### src/rtl/dmem_arb_pkg.sv
// dmem_arb_pkg: shared FSM state type, master IDs and default widths
// for the data-memory arbiter.
package dmem_arb_pkg;
   typedef enum logic [1:0] {IDLE, CPU_RD, DMA_RD} state_e;
   localparam logic MST_CPU = 1'b0;
   localparam logic MST_DMA = 1'b1;
   localparam int unsigned DEF_ADDR_W = 32;
   localparam int unsigned DEF_DATA_W = 32;
endpackage

### src/rtl/dmem_arb_pick.sv
// dmem_arb_pick: combinational two-way picker; prio_i names the master
// that wins when both request.
module dmem_arb_pick
   import dmem_arb_pkg::*;
(
   input  logic cpu_req_i,
   input  logic dma_req_i,
   input  logic prio_i,
   output logic cpu_gnt_o,
   output logic dma_gnt_o
);
   assign cpu_gnt_o = cpu_req_i & (!dma_req_i | (prio_i == MST_CPU));
   assign dma_gnt_o = dma_req_i & (!cpu_req_i | (prio_i == MST_DMA));
endmodule

### src/rtl/dmem_arbiter.sv
// dmem_arbiter: shares one data-memory port between the CPU Mem stage and a DMA master.
// Define DMEM_ARB_RR_EN for round-robin on contended grants; default is fixed CPU priority.
module dmem_arbiter
   import dmem_arb_pkg::*;
#(
   parameter int unsigned ADDR_W = DEF_ADDR_W,
   parameter int unsigned DATA_W = DEF_DATA_W
) (
   input  logic              clk_i,
   input  logic              rst_i,
   input  logic              cpu_req_i,
   input  logic              cpu_we_i,
   input  logic [ADDR_W-1:0] cpu_addr_i,
   input  logic [DATA_W-1:0] cpu_wdata_i,
   output logic              cpu_stall_o,
   output logic              cpu_rvalid_o,
   output logic [DATA_W-1:0] cpu_rdata_o,
   input  logic              dma_req_i,
   input  logic              dma_we_i,
   input  logic [ADDR_W-1:0] dma_addr_i,
   input  logic [DATA_W-1:0] dma_wdata_i,
   output logic              dma_gnt_o,
   output logic              dma_rvalid_o,
   output logic [DATA_W-1:0] dma_rdata_o,
   output logic              mem_en_o,
   output logic              mem_we_o,
   output logic [ADDR_W-1:0] mem_addr_o,
   output logic [DATA_W-1:0] mem_wdata_o,
   input  logic [DATA_W-1:0] mem_rdata_i
);
   state_e state_q, state_d;
   logic   idle, cpu_gnt, dma_gnt, prio;
   // Reset masks every output so a read pending at reset is silently dropped.
   assign idle = rst_i & (state_q == IDLE);
`ifdef DMEM_ARB_RR_EN
   logic prio_q, prio_d;
   assign prio   = prio_q;
   assign prio_d = (cpu_gnt | dma_gnt) & cpu_req_i & dma_req_i ? (cpu_gnt ? MST_DMA : MST_CPU) : prio_q;
`else
   assign prio = MST_CPU;
`endif
   dmem_arb_pick u_pick (
      .cpu_req_i (cpu_req_i & idle),
      .dma_req_i (dma_req_i & idle),
      .prio_i    (prio),
      .cpu_gnt_o (cpu_gnt),
      .dma_gnt_o (dma_gnt)
   );
   always_comb begin
      state_d      = (cpu_gnt & !cpu_we_i) ? CPU_RD : (dma_gnt & !dma_we_i) ? DMA_RD : IDLE;
      mem_en_o     = cpu_gnt | dma_gnt;
      mem_we_o     = cpu_gnt ? cpu_we_i : dma_gnt & dma_we_i;
      mem_addr_o   = cpu_gnt ? cpu_addr_i : dma_gnt ? dma_addr_i : '0;
      mem_wdata_o  = cpu_gnt ? cpu_wdata_i : dma_gnt ? dma_wdata_i : '0;
      dma_gnt_o    = dma_gnt;
      cpu_rvalid_o = rst_i & (state_q == CPU_RD);
      dma_rvalid_o = rst_i & (state_q == DMA_RD);
      cpu_rdata_o  = cpu_rvalid_o ? mem_rdata_i : '0;
      dma_rdata_o  = dma_rvalid_o ? mem_rdata_i : '0;
      cpu_stall_o  = idle ? cpu_req_i & (!cpu_gnt | !cpu_we_i) : dma_rvalid_o & cpu_req_i;
   end
   always_ff @(posedge clk_i) begin
      state_q <= rst_i ? state_d : IDLE;
`ifdef DMEM_ARB_RR_EN
      prio_q  <= rst_i ? prio_d : MST_CPU;
`endif
   end
endmodule

### config.mk
export PLATFORM = sky130hd
export DESIGN_NAME = dmem_arbiter
export DESIGN_NICKNAME = d
export VERILOG_FILES = /design/src/rtl/dmem_arb_pkg.sv /design/src/rtl/dmem_arb_pick.sv /design/src/rtl/dmem_arbiter.sv
export SDC_FILE = /design/constraint.sdc
export NUM_CORES = 1
export LEC_CHECK = 0
export CELL_PAD_IN_SITES_DETAIL_PLACEMENT = 2
export CELL_PAD_IN_SITES_GLOBAL_PLACEMENT = 2
export CORE_ASPECT_RATIO = 1.25
export CORE_MARGIN = 3
export CORE_UTILIZATION = 10
export CTS_BUF_LIST = sky130_fd_sc_hd__clkbuf_16
export DETAILED_ROUTE_END_ITERATION = 16
export GPL_ROUTABILITY_DRIVEN = 0
export PLACE_DENSITY_LB_ADDON = 0.1
export RECOVER_POWER = 100
export SYNTH_ARGS = -nofsm -noshare
export SYNTH_HDL_FRONTEND = slang
export SYNTH_SLANG_ARGS = --single-unit
### constraint.sdc
create_clock -name clk_i -period 1.8 [get_ports clk_i]
set_input_delay 0.54 -clock clk_i [delete_from_list [all_inputs] [get_ports clk_i]]
set_output_delay 0.54 -clock clk_i [all_outputs]
set_load 0.1 [all_outputs]
==> impl_metrics.tcl, run 1 <==
set metrics [dict create \
    status "finished, violations left" \
    violations_in_the_final_reports "setup timing" \
    timing.critical_path.from_type "input pin" \
    insertion_delay_ps 220 \
    critPathCaptureType "output pin" \
    p_leak_nw 2.987 \
    syn_area_per_cell_sq_um 5.616 \
    final_core_utilization_pct 48.17 \
    layout_worst_path_cycle_share_pct 127.2 \
    wirelength_microns 18350 \
    fp.coreArea_sq_um 16910 \
    layout-drive-gt1-share_pct 51.77 \
    final_cell_mix "sky130_fd_sc_hd__clkdlybuf4s50_1 (161), sky130_fd_sc_hd__buf_12 (149), sky130_fd_sc_hd__nand3b_1 (66), sky130_fd_sc_hd__a21oi_4 (66), sky130_fd_sc_hd__nand2_1 (65)" \
    yosysWarnings 0 \
    cts_tree "done" \
    largest_net_degree_at_the_start_of_global_routing 45 \
    instance_count_of_the_mapped_netlist 309 \
    totalPowerFinal_w 0.002785 \
    postSynthRegisterBits 2 \
    cell_area_after_synthesis_sq_um 1735 \
    drt_pass1_iterations 3 \
    mostFrequentLayoutCell "sky130_fd_sc_hd__clkdlybuf4s50_1" \
    cts-root-buf "sky130_fd_sc_hd__clkbuf_16" \
    worst-slew-pin-transition_ps 325.3 \
    net_count_after_synthesis 475 \
    total_clock_buffers_created_by_cts 3 \
    path_clk_slew_ps 30 \
    route.detailed.wl_per_inst_microns 21.82 \
    first_pass_grt_wire_length_microns 26850 \
    via_per_inst 4.298 \
    flow.area_growth_from_synthesis_pct 369.4 \
    post_route_drc 0 \
    std_cell_rows 53 \
    holdCritPathClass "input pin to register" \
    clock_sink_count 2 \
    largest-register "state_q" \
    initial_utilization_pct 10.26 \
    numPortBuffers 299 \
    min_delay_path_depth 3 \
    wl_met2_microns 10470 \
    htree_num_levels 1 \
    timing.reg2reg.worst_path_depth 5 \
    detailroute.wirelength.met3_microns 1642 \
    multi_input_comb_area_sq_um 2460 \
    grt_setup_unrepaired "true" \
    fp.dieW_microns 123.8 \
    cts.path.max_buffers 2 \
    final_nets 788 \
    worst-path-max-fanout 8 \
    biggestRegsByFlops "state_q: 2 flops" \
    io_pins 300 \
    antenna_found_initial 1 \
    first_iter_violations 58 \
    vias 3615 \
    setup_viol 133 \
    arrival_time_of_data_at_the_critical_path_endpoint_ps 1750 \
    seq_area_frac_synth_pct 2.307 \
    antenna_left 0 \
    clock.fmax_ghz 0.4368 \
    largest_register_ff_count 2 \
    post_cts_hold_buffer_count 0 \
    hpwl_microns 13270 \
    routedLengthMet1_microns 5911 \
    highest_signal_layer_in_the_routed_design "met4" \
    grt_use_total_pct 18.86 \
    die_h_microns 153.3 \
    clock_skew_ps 5.557 \
    num-fill-cells 1682 \
    required_ps 1260 \
    finalHoldViolCount 0 \
    register_area_sq_um 40.04 \
    max_cap_viol_count 0 \
    layout_min_cycle_time_ps 2289 \
    max_slew_margin_pct 78.38 \
    floorplan.die_area_sq_um 18980 \
    power.ir.vdd_worst_mv 0.2812 \
    finalWorstSetupSlack_ps -489.4 \
    cellPowerDensity_nw_per_um2 342.0 \
    worst-setup-path-type "input pin to output pin" \
    grt_pass1_vias 4143 \
    grt_overflow 0 \
    report.final.slew_viol_count 0 \
    yosysUniqueCellTypes 16 \
]
-- cell usage after synthesis --
master	count	area [sq um]
sky130_fd_sc_hd__nand2b_1	1	6.260
sky130_fd_sc_hd__clkbuf_1	29	108.9
sky130_fd_sc_hd__buf_6	2	22.52
sky130_fd_sc_hd__and3b_1	2	17.52
sky130_fd_sc_hd__nand3b_1	66	495.5
sky130_fd_sc_hd__nor3b_1	1	7.510
sky130_fd_sc_hd__a21oi_1	66	330.3
sky130_fd_sc_hd__dfxtp_1	2	40.04
sky130_fd_sc_hd__nand2_1	65	244.0
sky130_fd_sc_hd__nor2_1	3	11.26
sky130_fd_sc_hd__nor4b_2	1	15.01
sky130_fd_sc_hd__and2_1	64	400.4
sky130_fd_sc_hd__buf_2	4	20.02
sky130_fd_sc_hd__buf_1	1	3.750
sky130_fd_sc_hd__or3b_1	1	8.760
sky130_fd_sc_hd__inv_1	1	3.750
-- path summary, 6_finish.rpt --
kind / slack, ps / start / end
worst max-delay path: -490 / rst_i / mem_addr_o[7]
worst min register to register: 1090 / state_q[0]$_SDFF_PN0_ / state_q[1]$_SDFF_PP0_
worst max register to register: 120 / state_q[1]$_SDFF_PP0_ / state_q[1]$_SDFF_PP0_
worst min-delay path: 750 / rst_i / state_q[1]$_SDFF_PP0_
-- per-layer routing --
layer / GRT usage [%] / vias to the layer above
li1: - / 1666
met1: 18.55 / 1765
met2: 37.20 / 170
met3: 5.699 / 14
met4: 4.485 / 0
met5: 0 / -
-- stage by stage --
stage	TNS (ps)	setup WS, ps	cells	hold WS [ps]	instance area [sq um]
finish	-52680	-489.4	841	753.6	8145
global route	-58120	-544.4	841	763.4	8145
CTS	-52810	-495.6	839	732.9	8130
detailed placement	-99450	-846.6	809	1060	7382
global placement	-96650	-823.3	809	1024	7382
floorplan	-43350	-606.0	309	611.4	2809
-- critical path, stage by stage --
cell,delay [ps]
sky130_fd_sc_hd__buf_6,70
sky130_fd_sc_hd__or3b_4,440
sky130_fd_sc_hd__buf_12,190
sky130_fd_sc_hd__buf_16,170
sky130_fd_sc_hd__a21oi_4,140
sky130_fd_sc_hd__buf_12,190
-- cells by family after synthesis --
kind of cell	synth area share [%]
flops	2.307
compound gates	19.03
simple gates	69.50
buf+inv	9.156
-- where the power goes --
part	internal, W	total, W	switching [W]
clock	0.000283	0.000335	0.0000527
combinational	0.00108	0.00240	0.00133
sequential	0.0000460	0.0000473	0.00000124
-- layout make-up --
cell class                 instances  share of cell area, %
antenna                            1                0.03072
clock buffer                       3                 0.9217
inverter                           1                0.04608
multi-input combinational        270                  30.20
sequential                         2                 0.4916
tap                              220                  3.379
timing repair buffer             344                  64.93
-- repair_timing --
action / CTS / global route
resized for setup: 32 / 3
buffers inserted: 8 / 2
setup endpoints to repair: 136 / 134
pin swaps: 8 / 5
gates cloned: 19 / 0
Note: power is estimated with default switching activity, not from simulation.
==> run 2: changes to the inputs <==
--- a/config.mk
+++ b/config.mk
@@ -7,7 +7,7 @@
 export LEC_CHECK = 0
 export CELL_PAD_IN_SITES_DETAIL_PLACEMENT = 2
 export CELL_PAD_IN_SITES_GLOBAL_PLACEMENT = 2
-export CORE_ASPECT_RATIO = 1.25
+export CORE_ASPECT_RATIO = 2
 export CORE_MARGIN = 3
 export CORE_UTILIZATION = 10
 export CTS_BUF_LIST = sky130_fd_sc_hd__clkbuf_16
==> impl_metrics.tcl, run 2 (synthesis results as in run 1) <==
set metrics [dict create \
    status "finished, violations left" \
    violations_in_the_final_reports "setup timing" \
    r2r_slack_ps 140 \
    antenna_left 0 \
    post_dp_cell_area_sq_um 7406 \
    clock.fmax_ghz 0.4276 \
    largest_net_degree_at_the_start_of_global_routing 39 \
    critical_path.startpoint "rst_i" \
    post_route_drc 0 \
    cts-root-buf "sky130_fd_sc_hd__clkbuf_16" \
    htree_num_levels 1 \
    largest_register_ff_count 2 \
    worst_hold_startpoint "cpu_we_i" \
    register_area_sq_um 41.29 \
    initial_utilization_pct 10.25 \
    grt_setup_unrepaired "true" \
    multi_input_comb_area_sq_um 2462 \
    finalWorstSetupSlack_ps -538.4 \
    fin_setup_tns_ps -57820 \
    drt_pass1_iterations 4 \
    wirelength_microns 18350 \
    first_pass_grt_wire_length_microns 26840 \
    antenna_found_initial 1 \
    critPathCaptureType "output pin" \
    total_clock_buffers_created_by_cts 3 \
    p_leak_nw 3.007 \
    floorplan.die_area_sq_um 19070 \
    path_clk_slew_ps 30 \
    report.final.slew_viol_count 0 \
    clock_sink_count 2 \
    layout-drive-gt1-share_pct 52.77 \
    die_h_microns 192.3 \
    holdCritPathClass "input pin to register" \
    power.ir.vdd_worst_mv 0.2395 \
    timing.reg2reg.worst_path_depth 6 \
    via_per_inst 4.288 \
    flow.area_growth_from_synthesis_pct 371.2 \
    arrival_time_of_data_at_the_critical_path_endpoint_ps 1800 \
    dpl_worst_slack_ps -860.4 \
    grt_pass1_vias 4188 \
    vias 3602 \
    required_ps 1260 \
    fp.dieW_microns 99.15 \
    layout_min_cycle_time_ps 2338 \
    timing.critical_path.from_type "input pin" \
    finalHoldViolCount 0 \
    final_area_sq_um 8178 \
    grt_overflow 0 \
    largest-register "state_q" \
    totalPowerFinal_w 0.002761 \
    worst-path-max-fanout 8 \
    final_nets 799 \
    layout_worst_path_cycle_share_pct 129.9 \
    first_iter_violations 46 \
    max_cap_viol_count 0 \
    grt_use_total_pct 18.67 \
    worst-setup-path-type "input pin to output pin" \
    final_cell_mix "sky130_fd_sc_hd__clkdlybuf4s50_1 (161), sky130_fd_sc_hd__buf_12 (152), sky130_fd_sc_hd__nand3b_1 (66), sky130_fd_sc_hd__a21oi_4 (66), sky130_fd_sc_hd__nand2_1 (65)" \
    biggestRegsByFlops "state_q: 2 flops" \
    io_pins 300 \
    std_cell_rows 67 \
    route.detailed.wl_per_inst_microns 21.85 \
    hpwl_microns 14380 \
    worst-slew-pin-transition_ps 209.2 \
    fp.coreArea_sq_um 16930 \
    cts.path.max_buffers 2 \
    insertion_delay_ps 220 \
    r2r-end "state_q[1]$_SDFF_PP0_" \
    max_slew_margin_pct 86.00 \
    post_cts_hold_buffer_count 0 \
    clock_skew_ps 2.905 \
    r2r-start "state_q[1]$_SDFF_PP0_" \
    cts_tree "done" \
    num-fill-cells 1665 \
    setup.worst_path.end "mem_addr_o[0]" \
    mostFrequentLayoutCell "sky130_fd_sc_hd__clkdlybuf4s50_1" \
    numPortBuffers 299 \
    cellPowerDensity_nw_per_um2 337.6 \
    setup_viol 134 \
]
==> run 2: cell types whose count changed in the layout (fill, tap and decap cells not counted), sizes merged <==
cell           before  now
buf               178  191
clkdlybuf4s15       1    0
diode               1    2
dlygate4sd2         0    1
clkbuf              3    4
bufbuf              4    1
==> run 2: stage by stage <==
step           instances  hold slack (ps)  util [%]
2_1_floorplan        309            611.4         -
3_5_place_dp         803             1035     43.73
3_3_place_gp         803            995.9     43.73
6_report             840            757.1     48.29
5_1_grt              839            778.5     48.28
4_1_cts              833            733.1     48.10
==> run 2: worst min-delay path by stage <==
stage               slack [ps]                    end  depth (start not counted)
CTS                        730  state_q[1]$_SDFF_PP0_                          3
detailed placement        1040  state_q[1]$_SDFF_PP0_                          3
global route               780  state_q[0]$_SDFF_PN0_                          3
floorplan                  610  state_q[1]$_SDFF_PP0_                          1
finish                     760  state_q[0]$_SDFF_PN0_                          3
global placement          1000  state_q[0]$_SDFF_PN0_                          3
==> run 2: metal layers <==
metal	vias to the layer above	GRT usage, %	routed length (microns)
li1	1683	-	-
met1	1727	16.27	5155
met2	181	41.53	11890
met3	11	2.713	992
met4	0	4.787	314
met5	-	0	0
==> run 2: layout make-up <==
cell class                      count  area share, %
Inverter                            1        0.04590
Sequential cell                     2         0.5049
Timing Repair Buffer              355          65.19
Clock buffer                        3         0.9180
Multi-Input combinational cell    270          30.11
Tap cell                          207          3.167
Antenna cell                        2        0.06120
==> run 2: power by group <==
part / internal, W / switching, W
clock: 0.000283 / 0.0000558
combinational: 0.00107 / 0.00131
sequential: 0.0000461 / 0.000000813
==> run 2: timing repair <==
item                       in CTS  in global routing
setup buffers                  13                  8
cloned                         14                  1
gates resized for setup        37                 10
setup endpoints to repair     136                134
pin swaps                      13                  6
==> run 2: worst max-delay path, stage by stage <==
cell and delay, ps:
sky130_fd_sc_hd__buf_8 70, sky130_fd_sc_hd__or3b_4 400, sky130_fd_sc_hd__buf_12 160, sky130_fd_sc_hd__buf_16 140, sky130_fd_sc_hd__buf_12 150, sky130_fd_sc_hd__a21oi_4 140, sky130_fd_sc_hd__buf_12 190
==> run 3: changes to the inputs <==
--- a/config.mk
+++ b/config.mk
@@ -5,6 +5,7 @@
 export SDC_FILE = /design/constraint.sdc
 export NUM_CORES = 1
 export LEC_CHECK = 0
+export ABC_AREA = 1
 export CELL_PAD_IN_SITES_DETAIL_PLACEMENT = 2
 export CELL_PAD_IN_SITES_GLOBAL_PLACEMENT = 2
 export CORE_ASPECT_RATIO = 2
@@ -13,7 +14,7 @@
 export CTS_BUF_LIST = sky130_fd_sc_hd__clkbuf_16
 export DETAILED_ROUTE_END_ITERATION = 16
 export GPL_ROUTABILITY_DRIVEN = 0
-export PLACE_DENSITY_LB_ADDON = 0.1
+export PLACE_DENSITY = 0.95
 export RECOVER_POWER = 100
 export SYNTH_ARGS = -nofsm -noshare
 export SYNTH_HDL_FRONTEND = slang
==> impl_metrics.tcl, run 3 <==
set metrics [dict create \
    status "finished, violations left" \
    violations_in_the_final_reports "setup timing" \
    clock_sink_count 2 \
    layout_worst_path_cycle_share_pct 121.2 \
    setup.worst_path.end "mem_wdata_o[1]" \
    critical_path.startpoint "state_q[1]$_SDFF_PP0_" \
    worst-slew-pin-transition_ps 253.3 \
    max_cap_viol_count 0 \
    r2r-start "state_q[1]$_SDFF_PP0_" \
    insertedDiodeCount 0 \
    setup_viol 134 \
    first_iter_violations 56 \
    path_depth 6 \
    fin_setup_tns_ps -40240 \
    path_clk_slew_ps 30 \
    final_core_utilization_pct 51.37 \
    layout-drive-gt1-share_pct 53.14 \
    cell_area_after_synthesis_sq_um 1713 \
    share_seq_of_total_power_pct 1.6 \
    layout_min_cycle_time_ps 2181 \
    io_pins 300 \
    net_count_after_synthesis 510 \
    timing.critical_path.cells "nor2_4 > nand4_4 > buf_12 > buf_12 > o21ai_4 > buf_12" \
    max_slew_margin_pct 83.06 \
    fp.dieW_microns 98.55 \
    instance_count_of_the_mapped_netlist 344 \
    cp_common_cell "sky130_fd_sc_hd__buf_12" \
    postSynthRegisterBits 2 \
    timing.critical_path.slowest_stage_cell "sky130_fd_sc_hd__dfxtp_4" \
    cts_tree "done" \
    fp.coreArea_sq_um 16770 \
    timing.critical_path.from_type "register" \
    via_per_inst 4.397 \
    largest-register "state_q" \
    timing.reg2reg.worst_path_depth 5 \
    grt_use_total_pct 22.19 \
    antenna_found_initial 1 \
    cellPowerDensity_nw_per_um2 341.8 \
    wirelength_microns 21820 \
    yosysMostFrequentCell "sky130_fd_sc_hd__inv_1" \
    mostFrequentLayoutCell "sky130_fd_sc_hd__clkdlybuf4s50_1" \
    synth_flop_cell "sky130_fd_sc_hd__dfxtp_1" \
    worst-setup-path-type "register to output pin" \
    critPathCaptureType "output pin" \
    synth_top_area_share_pct 23.74 \
    grt_setup_unrepaired "true" \
    power.ir.vdd_worst_mv 0.1987 \
    pwr-share-comb_pct 87.0 \
    critPathBufInv 3 \
    yosys_top_cell_by_area "sky130_fd_sc_hd__nand4_1" \
    largest_register_ff_count 2 \
    first_pass_grt_wire_length_microns 31270 \
    numPortBuffers 299 \
    clock_skew_ps 0.3837 \
    delay_of_the_slowest_cell_on_the_worst_path_ps 340 \
    syn_area_per_cell_sq_um 4.979 \
    total_clock_buffers_created_by_cts 3 \
    htree_num_levels 1 \
    route.detailed.wl_per_inst_microns 24.47 \
    r2r-end "state_q[1]$_SDFF_PP0_" \
    arrival_time_of_data_at_the_critical_path_endpoint_ps 1640 \
    cts-root-buf "sky130_fd_sc_hd__clkbuf_16" \
    cts.path.max_buffers 2 \
    totalPowerFinal_w 0.002943 \
    initial_utilization_pct 10.22 \
    switching_share_pct 52.79 \
    std_cell_rows 67 \
    worst_path_dominant_cell_family "buffers and inverters" \
    finalHoldViolCount 0 \
    share_of_total_power_in_the_clock_network_pct 11.4 \
    r2r_slack_ps 620 \
    floorplan.die_area_sq_um 18830 \
    hpwl_microns 17330 \
    p_leak_nw 3.490 \
    holdCritPathClass "register to register" \
    yosysWarnings 0 \
    flow.area_growth_from_synthesis_pct 402.8 \
    grt_pass1_vias 4761 \
    final_cell_count_no_fill 892 \
    insertion_delay_ps 220 \
    synthArstFlopShare_pct 0 \
    clock.fmax_ghz 0.4585 \
    final_cell_mix "sky130_fd_sc_hd__clkdlybuf4s50_1 (162), sky130_fd_sc_hd__buf_12 (159), sky130_fd_sc_hd__inv_1 (91)" \
    grt_overflow 0 \
    worst-path-max-fanout 8 \
    die_h_microns 191.1 \
    switching_power_w 0.001554 \
    drt_pass1_iterations 3 \
    numPlacedInstances 863 \
    biggestRegsByFlops "state_q: 2 flops" \
    synth-edff-count 0 \
    largest_net_degree_at_the_start_of_global_routing 48 \
    final_nets 853 \
    internal_power_w 0.001389 \
    required_ps 1260 \
    seq_area_frac_synth_pct 2.337 \
    post_route_drc 0 \
    synth_commonest_cells "sky130_fd_sc_hd__inv_1 (102), sky130_fd_sc_hd__nor2_1 (67), sky130_fd_sc_hd__nand4_1 (65)" \
    antenna_left 0 \
    finalWorstSetupSlack_ps -380.9 \
    report.final.slew_viol_count 0 \
    top_cells_by_area_in_the_synthesized_netlist "sky130_fd_sc_hd__nand4_1 (24%), sky130_fd_sc_hd__inv_1 (22%), sky130_fd_sc_hd__nor2_1 (15%)" \
    vias 3922 \
    yosysUniqueCellTypes 17 \
]
run 3: cell types whose count changed after synthesis, sizes merged, moves of 2 or more:
cell / before / now
nand2: 65 / 2
inv: 1 / 102
buf: 7 / 24
nand3: 0 / 3
a21oi: 66 / 0
nor2: 3 / 68
nand4: 0 / 66
nand3b: 66 / 0
and3b: 2 / 0
o21ai: 0 / 65
clkbuf: 29 / 11
and2: 64 / 0
run 3: worst min path at each step:
stage / from / end / depth (start not counted)
after CTS: state_q[1]$_SDFF_PP0_ / state_q[1]$_SDFF_PP0_ / 6
after detailed placement: state_q[1]$_SDFF_PP0_ / state_q[1]$_SDFF_PP0_ / 4
final: state_q[0]$_SDFF_PN0_ / state_q[1]$_SDFF_PP0_ / 5
after global placement: state_q[1]$_SDFF_PP0_ / state_q[1]$_SDFF_PP0_ / 4
after global routing: state_q[0]$_SDFF_PN0_ / state_q[1]$_SDFF_PP0_ / 5
after floorplan: cpu_we_i / state_q[0]$_SDFF_PN0_ / 1
run 3: routing by layer:
metal | up-vias | routed length, microns | global-route usage (%)
li1 | 1797 | - | -
met1 | 1888 | 6060 | 19.45
met2 | 182 | 13720 | 47.52
met3 | 53 | 1006 | 3.798
met4 | 2 | 1021 | 8.364
met5 | - | 13 | 0
run 3: final cells by class:
class	instances	area (sq um)
Timing Repair Buffer	372	5510
Sequential cell	2	45.04
Inverter	102	395.4
Tap cell	207	259.0
Timing Repair inverter	1	8.758
Multi-Input combinational cell	205	2318
Clock buffer	3	75.07
Fill cell	1622	8154
run 3: metrics by stage:
step,setup WS [ps],cell area (sq um),hold slack (ps)
6_report,-380.9,8612,845.1
5_1_grt,-440.5,8612,878.8
4_1_cts,-415.5,8519,938.8
3_5_place_dp,-754.1,7913,839.5
3_3_place_gp,-677.8,7913,826.4
2_1_floorplan,-830.0,3024,612.4
run 3: cells by family after synthesis:
logic type      share of synthesized area (%)
flops                                   2.338
buf+inv                                 32.80
simple gates                            41.12
compound gates                          23.74
run 3: worst register-to-register path, cell delays in order (launching register included):
cell,delay (ps)
sky130_fd_sc_hd__dfxtp_4,340
sky130_fd_sc_hd__nor2_4,170
sky130_fd_sc_hd__nand4_4,160
sky130_fd_sc_hd__buf_12,190
sky130_fd_sc_hd__buf_12,120
sky130_fd_sc_hd__nor2_1,100
run 3: power groups by stage:
stage          clock network (W)  registers [W]  logic [W]
5_1_grt                 0.000342      0.0000475    0.00265
4_1_cts                 0.000339      0.0000482    0.00255
2_1_floorplan                  0      0.0000492    0.00134
6_report                0.000335      0.0000473    0.00256
3_5_place_dp                   0      0.0000486    0.00243
3_3_place_gp                   0      0.0000485    0.00236
run 3: repair_timing:
action / in CTS / in global routing
setup buffers: 18 / 3
hold buffers: 0 / 0
pin swaps: 30 / 19
gates resized for setup: 55 / 20
setup endpoints to repair: 134 / 134
cloned: 9 / 3
